File: config.mk
export PLATFORM = sky130hd
export DESIGN_NAME = fetch_stage
export DESIGN_NICKNAME = d
export VERILOG_FILES = /design/src/rtl/fetch_stage.sv
export SDC_FILE = /design/constraint.sdc
export NUM_CORES = 1
export LEC_CHECK = 0
export CAP_MARGIN = 20
export CORE_UTILIZATION = 46
export DETAILED_ROUTE_END_ITERATION = 7
export PLACE_DENSITY = 0.86
export SLEW_MARGIN = 10
export SYNTH_ARGS = -nofsm -noshare
export SYNTH_HDL_FRONTEND = slang
export SYNTH_SLANG_ARGS = --single-unit
File: constraint.sdc
create_clock -name clk -period 6.3 [get_ports clk]
set_input_delay 0.63 -clock clk [delete_from_list [all_inputs] [get_ports clk]]
set_output_delay 0.63 -clock clk [all_outputs]
set_load 0.05 [all_outputs]
File: src/rtl/fetch_stage.sv
// Instruction-fetch stage: owns the PC, captures imem_rdata into the IF/ID register
// toward decode, and takes redirects from later stages. A misaligned redirect locks into a sticky fault.
module fetch_stage #(
  parameter logic [31:0] RESET_PC = 32'h0000_0000
) (
  input  logic        clk,
  input  logic        reset,
  input  logic        fetch_en,
  output logic [31:0] imem_addr,
  input  logic [31:0] imem_rdata,
  output logic        id_valid,
  input  logic        id_ready,
  output logic [31:0] id_instr,
  output logic [31:0] id_pc,
  output logic [31:0] id_pc_plus4,
  input  logic        redirect_valid,
  input  logic [31:0] redirect_pc,
  output logic        fault,
  output logic [31:0] fault_pc,
  output logic [1:0]  o_dbg_state
);

  typedef enum logic [1:0] {
    S_IDLE  = 2'd0,
    S_RUN   = 2'd1,
    S_FAULT = 2'd2
  } state_t;

  state_t      r_state;
  state_t      w_next_state;
  logic [31:0] r_pc;
  logic        r_id_valid;
  logic [31:0] r_id_instr;
  logic [31:0] r_id_pc;
  logic [31:0] r_id_pc_plus4;
  logic        r_fault;
  logic [31:0] r_fault_pc;
  logic        w_capture;
  logic        w_redirect_ok;
  logic        w_redirect_bad;
  logic [31:0] w_pc_plus4;

  // State register
  always_ff @(posedge clk or posedge reset) begin
    if (reset) r_state <= S_IDLE;
    else       r_state <= w_next_state;
  end

  // Next-state logic; an aligned redirect in IDLE keeps us in IDLE so a start vector can be set first
  always_comb begin
    w_next_state = r_state;
    case (r_state)
      S_IDLE: begin
        if (w_redirect_bad)                   w_next_state = S_FAULT;
        else if (!redirect_valid && fetch_en) w_next_state = S_RUN;
      end
      S_RUN: begin
        if (w_redirect_bad) w_next_state = S_FAULT;
      end
      default: w_next_state = S_FAULT;
    endcase
  end

  // Handshake: an IF/ID transfer happens on any rising edge where id_valid && id_ready;
  // once id_valid is raised, the contents stay bit-stable until that edge or a flush.
  always_comb begin
    w_redirect_ok  = 1'b0;
    w_redirect_bad = 1'b0;
    w_capture      = 1'b0;
    w_pc_plus4     = r_pc + 32'd4;
    if (r_state != S_FAULT && redirect_valid) begin
      w_redirect_ok  = (redirect_pc[1:0] == 2'b00);
      w_redirect_bad = (redirect_pc[1:0] != 2'b00);
    end
    w_capture = (r_state == S_RUN) && fetch_en && !redirect_valid && (!r_id_valid || id_ready);
  end

  always_ff @(posedge clk or posedge reset) begin
    if (reset) begin
      r_pc          <= RESET_PC;
      r_id_valid    <= 1'b0;
      r_id_instr    <= 32'd0;
      r_id_pc       <= 32'd0;
      r_id_pc_plus4 <= 32'd0;
      r_fault       <= 1'b0;
      r_fault_pc    <= 32'd0;
    end else if (w_redirect_ok) begin
      r_pc       <= redirect_pc;
      r_id_valid <= 1'b0;
    end else if (w_redirect_bad) begin
      r_fault    <= 1'b1;
      r_fault_pc <= redirect_pc;
      r_id_valid <= 1'b0;
    end else if (w_capture) begin
      r_id_instr    <= imem_rdata;
      r_id_pc       <= r_pc;
      r_id_pc_plus4 <= w_pc_plus4;
      r_id_valid    <= 1'b1;
      r_pc          <= w_pc_plus4;
    end else if (r_id_valid && id_ready) begin
      r_id_valid <= 1'b0;
    end
  end

  assign imem_addr   = r_pc;
  assign id_valid    = r_id_valid;
  assign id_instr    = r_id_instr;
  assign id_pc       = r_id_pc;
  assign id_pc_plus4 = r_id_pc_plus4;
  assign fault       = r_fault;
  assign fault_pc    = r_fault_pc;
  assign o_dbg_state = r_state;

endmodule

== After elaboration in Yosys (flattened, before gate mapping) ==
Index checks and enable logic that the tools add are counted.

* $add $sub $neg: 1
* $mul: 0
* Div/mod/pow operators: 0
* Magnitude comparators: 0
* Equal/unequal tests: 5
* Shift operators: 0
* Multiplexer cells: 13
* Bitwise gates (word level): 2
* Reduce and logical (&&, ||, !) cells: 18

{| class="wikitable"
|+ Operator list
! cell !! count
|-
| $mux W32 || 3
|-
| $add A32 B3 Y32 const B || 1
|-
| $logic_and A1 B1 Y1 || 6
|-
| $mux W1 || 6
|-
| $mux W2 || 3
|-
| $ne A2 B2 Y1 const B || 3
|-
| $reduce_and A2 Y1 || 3
|-
| $logic_not A2 Y1 || 2
|-
| $pmux W2 S2 || 1
|-
| $reduce_bool A2 Y1 || 2
|-
| $reduce_bool A4 Y1 || 1
|-
| $ne A3 B3 Y1 const B || 1
|-
| $reduce_and A3 Y1 || 1
|-
| $eq A2 B1 Y1 const B || 1
|-
| $logic_not A1 Y1 || 2
|-
| $not A1 Y1 || 2
|-
| $logic_or A1 B1 Y1 || 1
|}

* Bits in registers: 164
* Bits in latches: 0
* Memory bits (writable): 0
* Bits in read-only memories: 0
* Output and inout port bits: 164
* Logic and storage cells: 47
* Memories kept: 0

== Logic depth before layout (Yosys ltp) ==
* Depth in word-level cells: 7
* Depth in mapped cells: 8
* Mapped depth without buffers: 6

== Worst setup path after synthesis ==
No wires, ideal clock.

* Path kind: reg2reg
* Start: register r_pc[2], in the netlist imem_addr[2]
* End: register r_id_pc_plus4[20], in the netlist id_pc_plus4[20]
* Library setup time: 0.134 ns
* Arrival time: 1.932 ns
* Setup slack: 4.234 ns
* Stages on the path, launching flop included: 7
* Buffers on the path: 0
* Period minus slack after synthesis: 2.066 ns
* Cell sequence: dfrtp_1 ha_1 and3_1 nand4_1 nor3_1 xnor2_1 o21ai_0

* Longest elaborated chain between the ends: 1

{| class="wikitable"
|+ Ends and longest elaborated chain
! element !! line !! RTL
|-
| start, declared || 31 || <nowiki>logic [31:0] r_pc;</nowiki>
|-
| start signal, assigned || 88 || <nowiki>r_pc <= redirect_pc;</nowiki>
|-
| start signal, assigned || 99 || <nowiki>r_pc <= w_pc_plus4;</nowiki>
|-
| $add A32 B3 Y32 || 70 || <nowiki>w_pc_plus4 = r_pc + 32'd4;</nowiki>
|-
| end signal, assigned || 97 || <nowiki>r_id_pc_plus4 <= w_pc_plus4;</nowiki>
|-
| end, declared || 35 || <nowiki>logic [31:0] r_id_pc_plus4;</nowiki>
|}

Every way passes these cells.
A chain may end at the register's enable or synchronous reset.

== Worst setup path in the final report ==
* Start: input fetch_en
* End: register r_pc[14], in the netlist imem_addr[14]

* Longest elaborated chain between the ends: 5

{| class="wikitable"
|+ Ends and longest elaborated chain
! element !! line !! RTL
|-
| start, declared || 8 || <nowiki>input logic fetch_en,</nowiki>
|-
| $logic_and A1 B1 Y1 (3 in a row) || 75 || <nowiki>w_capture = (r_state == S_RUN) && fetch_en && !redirect_valid && (!r_id_valid || id_ready);</nowiki>
|-
| $reduce_bool A2 Y1 (no line) || -- ||
|-
| $reduce_and A2 Y1 (no line) || -- ||
|}

Every way passes these cells.

==> results.json <==
{
  "yosysWarnings": 0,
  "ys.flop_type": "dfrtp_1",
  "io_buffer_count": 232,
  "max_freq_mhz": 343,
  "synth_cells": 691,
  "async_flop_share_pct": 100,
  "p_seq_share_pct": 35.5,
  "rsz0062_at_grt": "false",
  "fin_nets": 970,
  "power_frac_clock_pct": 22.6,
  "cts_root_buffer": "clkbuf_16",
  "synthToLayoutAreaGrowth_pct": 43.5,
  "skew_ns": 0.0107,
  "setup.worst_path.end_class": "register",
  "powerDensity_nw_per_um2": 452,
  "timing.setup.tns_ns": 0,
  "grt.busiest_layer": "met2",
  "place_congestion": 0.799,
  "fillers": 1144,
  "antenna_found_initial": 0,
  "slew_headroom_pct": 38.2,
  "grt_overflow_total": 0,
  "cp.required_ns": 6.59,
  "clock-sinks": 162,
  "viasPerCell": 5.26,
  "synthDistinctLibCells": 41,
  "intPower_mw": 2.55,
  "routed_wl_um": 19100,
  "post-cts-setup-buffers": 0,
  "swShare_pct": 42.5,
  "final_cells": 1092,
  "drc": 0,
  "core.rowCount": 44,
  "drt_iter0_drc": 446,
  "htreeDepth": 4,
  "holdBufCountCts": 0,
  "die_height_um": 124,
  "crit_arrival_ns": 3.20,
  "grt_usage_pct": 25.3,
  "die_x_um": 124,
  "ys_ff_latch": 162,
  "final.period_utilization_pct": 46.3,
  "start_util_pct": 47.1,
  "grtUsageMet2_pct": 41.4,
  "drv_slew": 0,
  "cts_tree": "done",
  "use_met1_pct": 30.8,
  "dieArea_um2": 15400,
  "cts_resized": 0,
  "worst_slew_pin_slew_ns": 0.927,
  "dpl.hpwl_um": 12900,
  "cts_buffers": 17,
  "path_class": "in -> reg",
  "worst_setup_path_start_kind": "input pin",
  "min_period_ns": 2.92,
  "io_pins": 233,
  "grt_pass1_wl_um": 29200,
  "core_um2": 14500,
  "hp-class": "reg -> reg",
  "synth-edff-count": 0,
  "peakVddDrop_mv": 0.330,
  "setup_viol": 0,
  "p_sw_mw": 1.89,
  "wl_per_cell_um": 17.4,
  "power.leakage_nw": 4.42,
  "grt_max_degree": 90,
  "netlist_area_um2": 6840,
  "firstDrtPassIters": 5,
  "cp_max_fo": 82,
  "vias": 5741,
  "num_antenna_cells": 0,
  "place_inst": 1064,
  "combPwrFrac_pct": 41.9,
  "avgSynthCellArea_um2": 9.90,
  "clk_pin_slew_ns": 0.06,
  "grt_pass1_vias": 5686,
  "cts_buffer_depth": 2,
  "finalHoldViolCount": 0,
  "status": "finished, final reports clean",
  "grt.met3_usage_pct": 7.97,
  "layout-drive-gt1-share_pct": 7.82,
  "ant_nets": 0,
  "synthesis.nets": 761,
  "ys_seq_area_share_pct": 59.2,
  "clk_latency_ns": 0.42,
  "drv_cap": 0
}
state kept, by name, indices dropped and copies added (netlist names):
name	count
imem_addr	32
o_dbg_state	2
id_pc	32
id_pc_plus4	30
fault	1
id_instr	32
fault_pc	32
id_valid	1
cell usage in the layout (no fill, tap or decap), types with 2 or more instances in the layout:
cell type	count
nand2_1	246
clkdlybuf4s50_1	232
dfrtp_1	162
o21ai_0	53
mux2_2	30
nor2_1	18
a22oi_1	18
clkbuf_16	17
xnor2_1	16
xor2_1	13
nand4_1	11
nor3_1	11
nand3_1	9
and3_1	5
buf_4	5
nand2b_1	4
nor2b_1	4
inv_1	4
o21ai_1	4
a21oi_1	3
o311ai_0	3
bufinv_16	3
clkinv_2	3
and2_1	2
and4_1	2
nand4_2	2
nor4_4	2
nor4_1	2
a21o_1	2
a221o_1	2
clkbuf_1	2
per-layer routing:
metal	vias to the layer above	wire [um]
met4	0	413
met5	-	0
met1	2760	7850
met2	253	9110
li1	2700	-
met3	28	1680
worst paths after layout:
check | from | end | slack (ns) | depth (start not counted)
setup reg to reg | o_dbg_state[0]$_DFFE_PP0P_ | imem_addr[14]$_DFFE_PP0P_ | 3.66 | 4
max in group asynchronous | reset | id_valid$_DFFE_PP0P_ | 4.12 | 3
setup / recovery | fetch_en | imem_addr[14]$_DFFE_PP0P_ | 3.38 | 5
min in group asynchronous | reset | fault_pc[16]$_DFFE_PP0P_ | 0.72 | 2
hold / removal | id_instr[13]$_DFFE_PP0P_ | id_instr[13]$_DFFE_PP0P_ | 0.47 | 2
hold reg to reg | id_instr[13]$_DFFE_PP0P_ | id_instr[13]$_DFFE_PP0P_ | 0.47 | 2
area by class of cell:
type	count	area, um2	area share (%)
repair buffers	238	2390	24.3
multi-input cells	476	2570	26.2
clock inverters	7	113	1.15
well taps	184	230	2.34
inverters	5	23.8	0.242
flip-flops and latches	162	4050	41.3
clock buffers	20	447	4.55
power groups by stage:
stage / registers (mW) / logic (mW) / clock network (mW)
floorplan: 2.36 / 0.386 / 0
global placement: 1.57 / 1.83 / 0
detailed placement: 1.58 / 1.86 / 0
CTS: 1.57 / 1.87 / 1.02
global route: 1.61 / 1.95 / 1.06
finish: 1.58 / 1.86 / 1.01
metrics by stage:
step                hold WS, ns  instance area [um2]  total power, mW  util [%]  worst slack [ns]
finish                    0.472                 9820             4.44      67.6              3.38
floorplan                 0.454                 6840             2.75         -              1.29
detailed placement        0.462                 9240             3.44      63.6              2.94
global route              0.495                 9820             4.62      67.6              3.15
global placement          0.450                 9240             3.40      63.6              3.06
CTS                       0.477                 9800             4.46      67.4              3.37
worst max-delay path, cell delays in order:
cell and delay, ns:
clkdlybuf4s50_1 0.47, nor2b_1 0.30, nand3_4 0.71, buf_4 0.63
o311ai_0 0.42
synth_stat cells, drive strengths merged, types with 4 or more instances:
library cell	instances	area, um2
nand2	246	923
dfrtp	162	4050
o21ai	58	290
mux2	30	338
buf	27	149
clkbuf	21	80.1
nor2	19	71.3
a22oi	18	135
xnor2	16	140
nand4	13	93.8
xor2	13	114
nor3	11	55.1
nand3	10	50.1
and3	6	37.5
inv	5	18.8
nand2b	4	25.0
nor2b	4	25.0
nor4	4	55.1
logic make-up (layout without fill, tap and decap cells):
family | after synthesis | in the layout | share of synthesized area [%]
AND/OR/NAND/NOR | 324 | 324 | 20.3
flip-flops | 162 | 162 | 59.2
AO/OA/AOI/OAI | 92 | 92 | 8.06
buffers and inverters | 53 | 270 | 3.62
multiplexers | 30 | 30 | 4.94
XOR/XNOR | 29 | 29 | 3.71
adder cells (fa/ha/maj) | 1 | 1 | 0.183
Note: power is estimated with default switching activity, not from simulation.
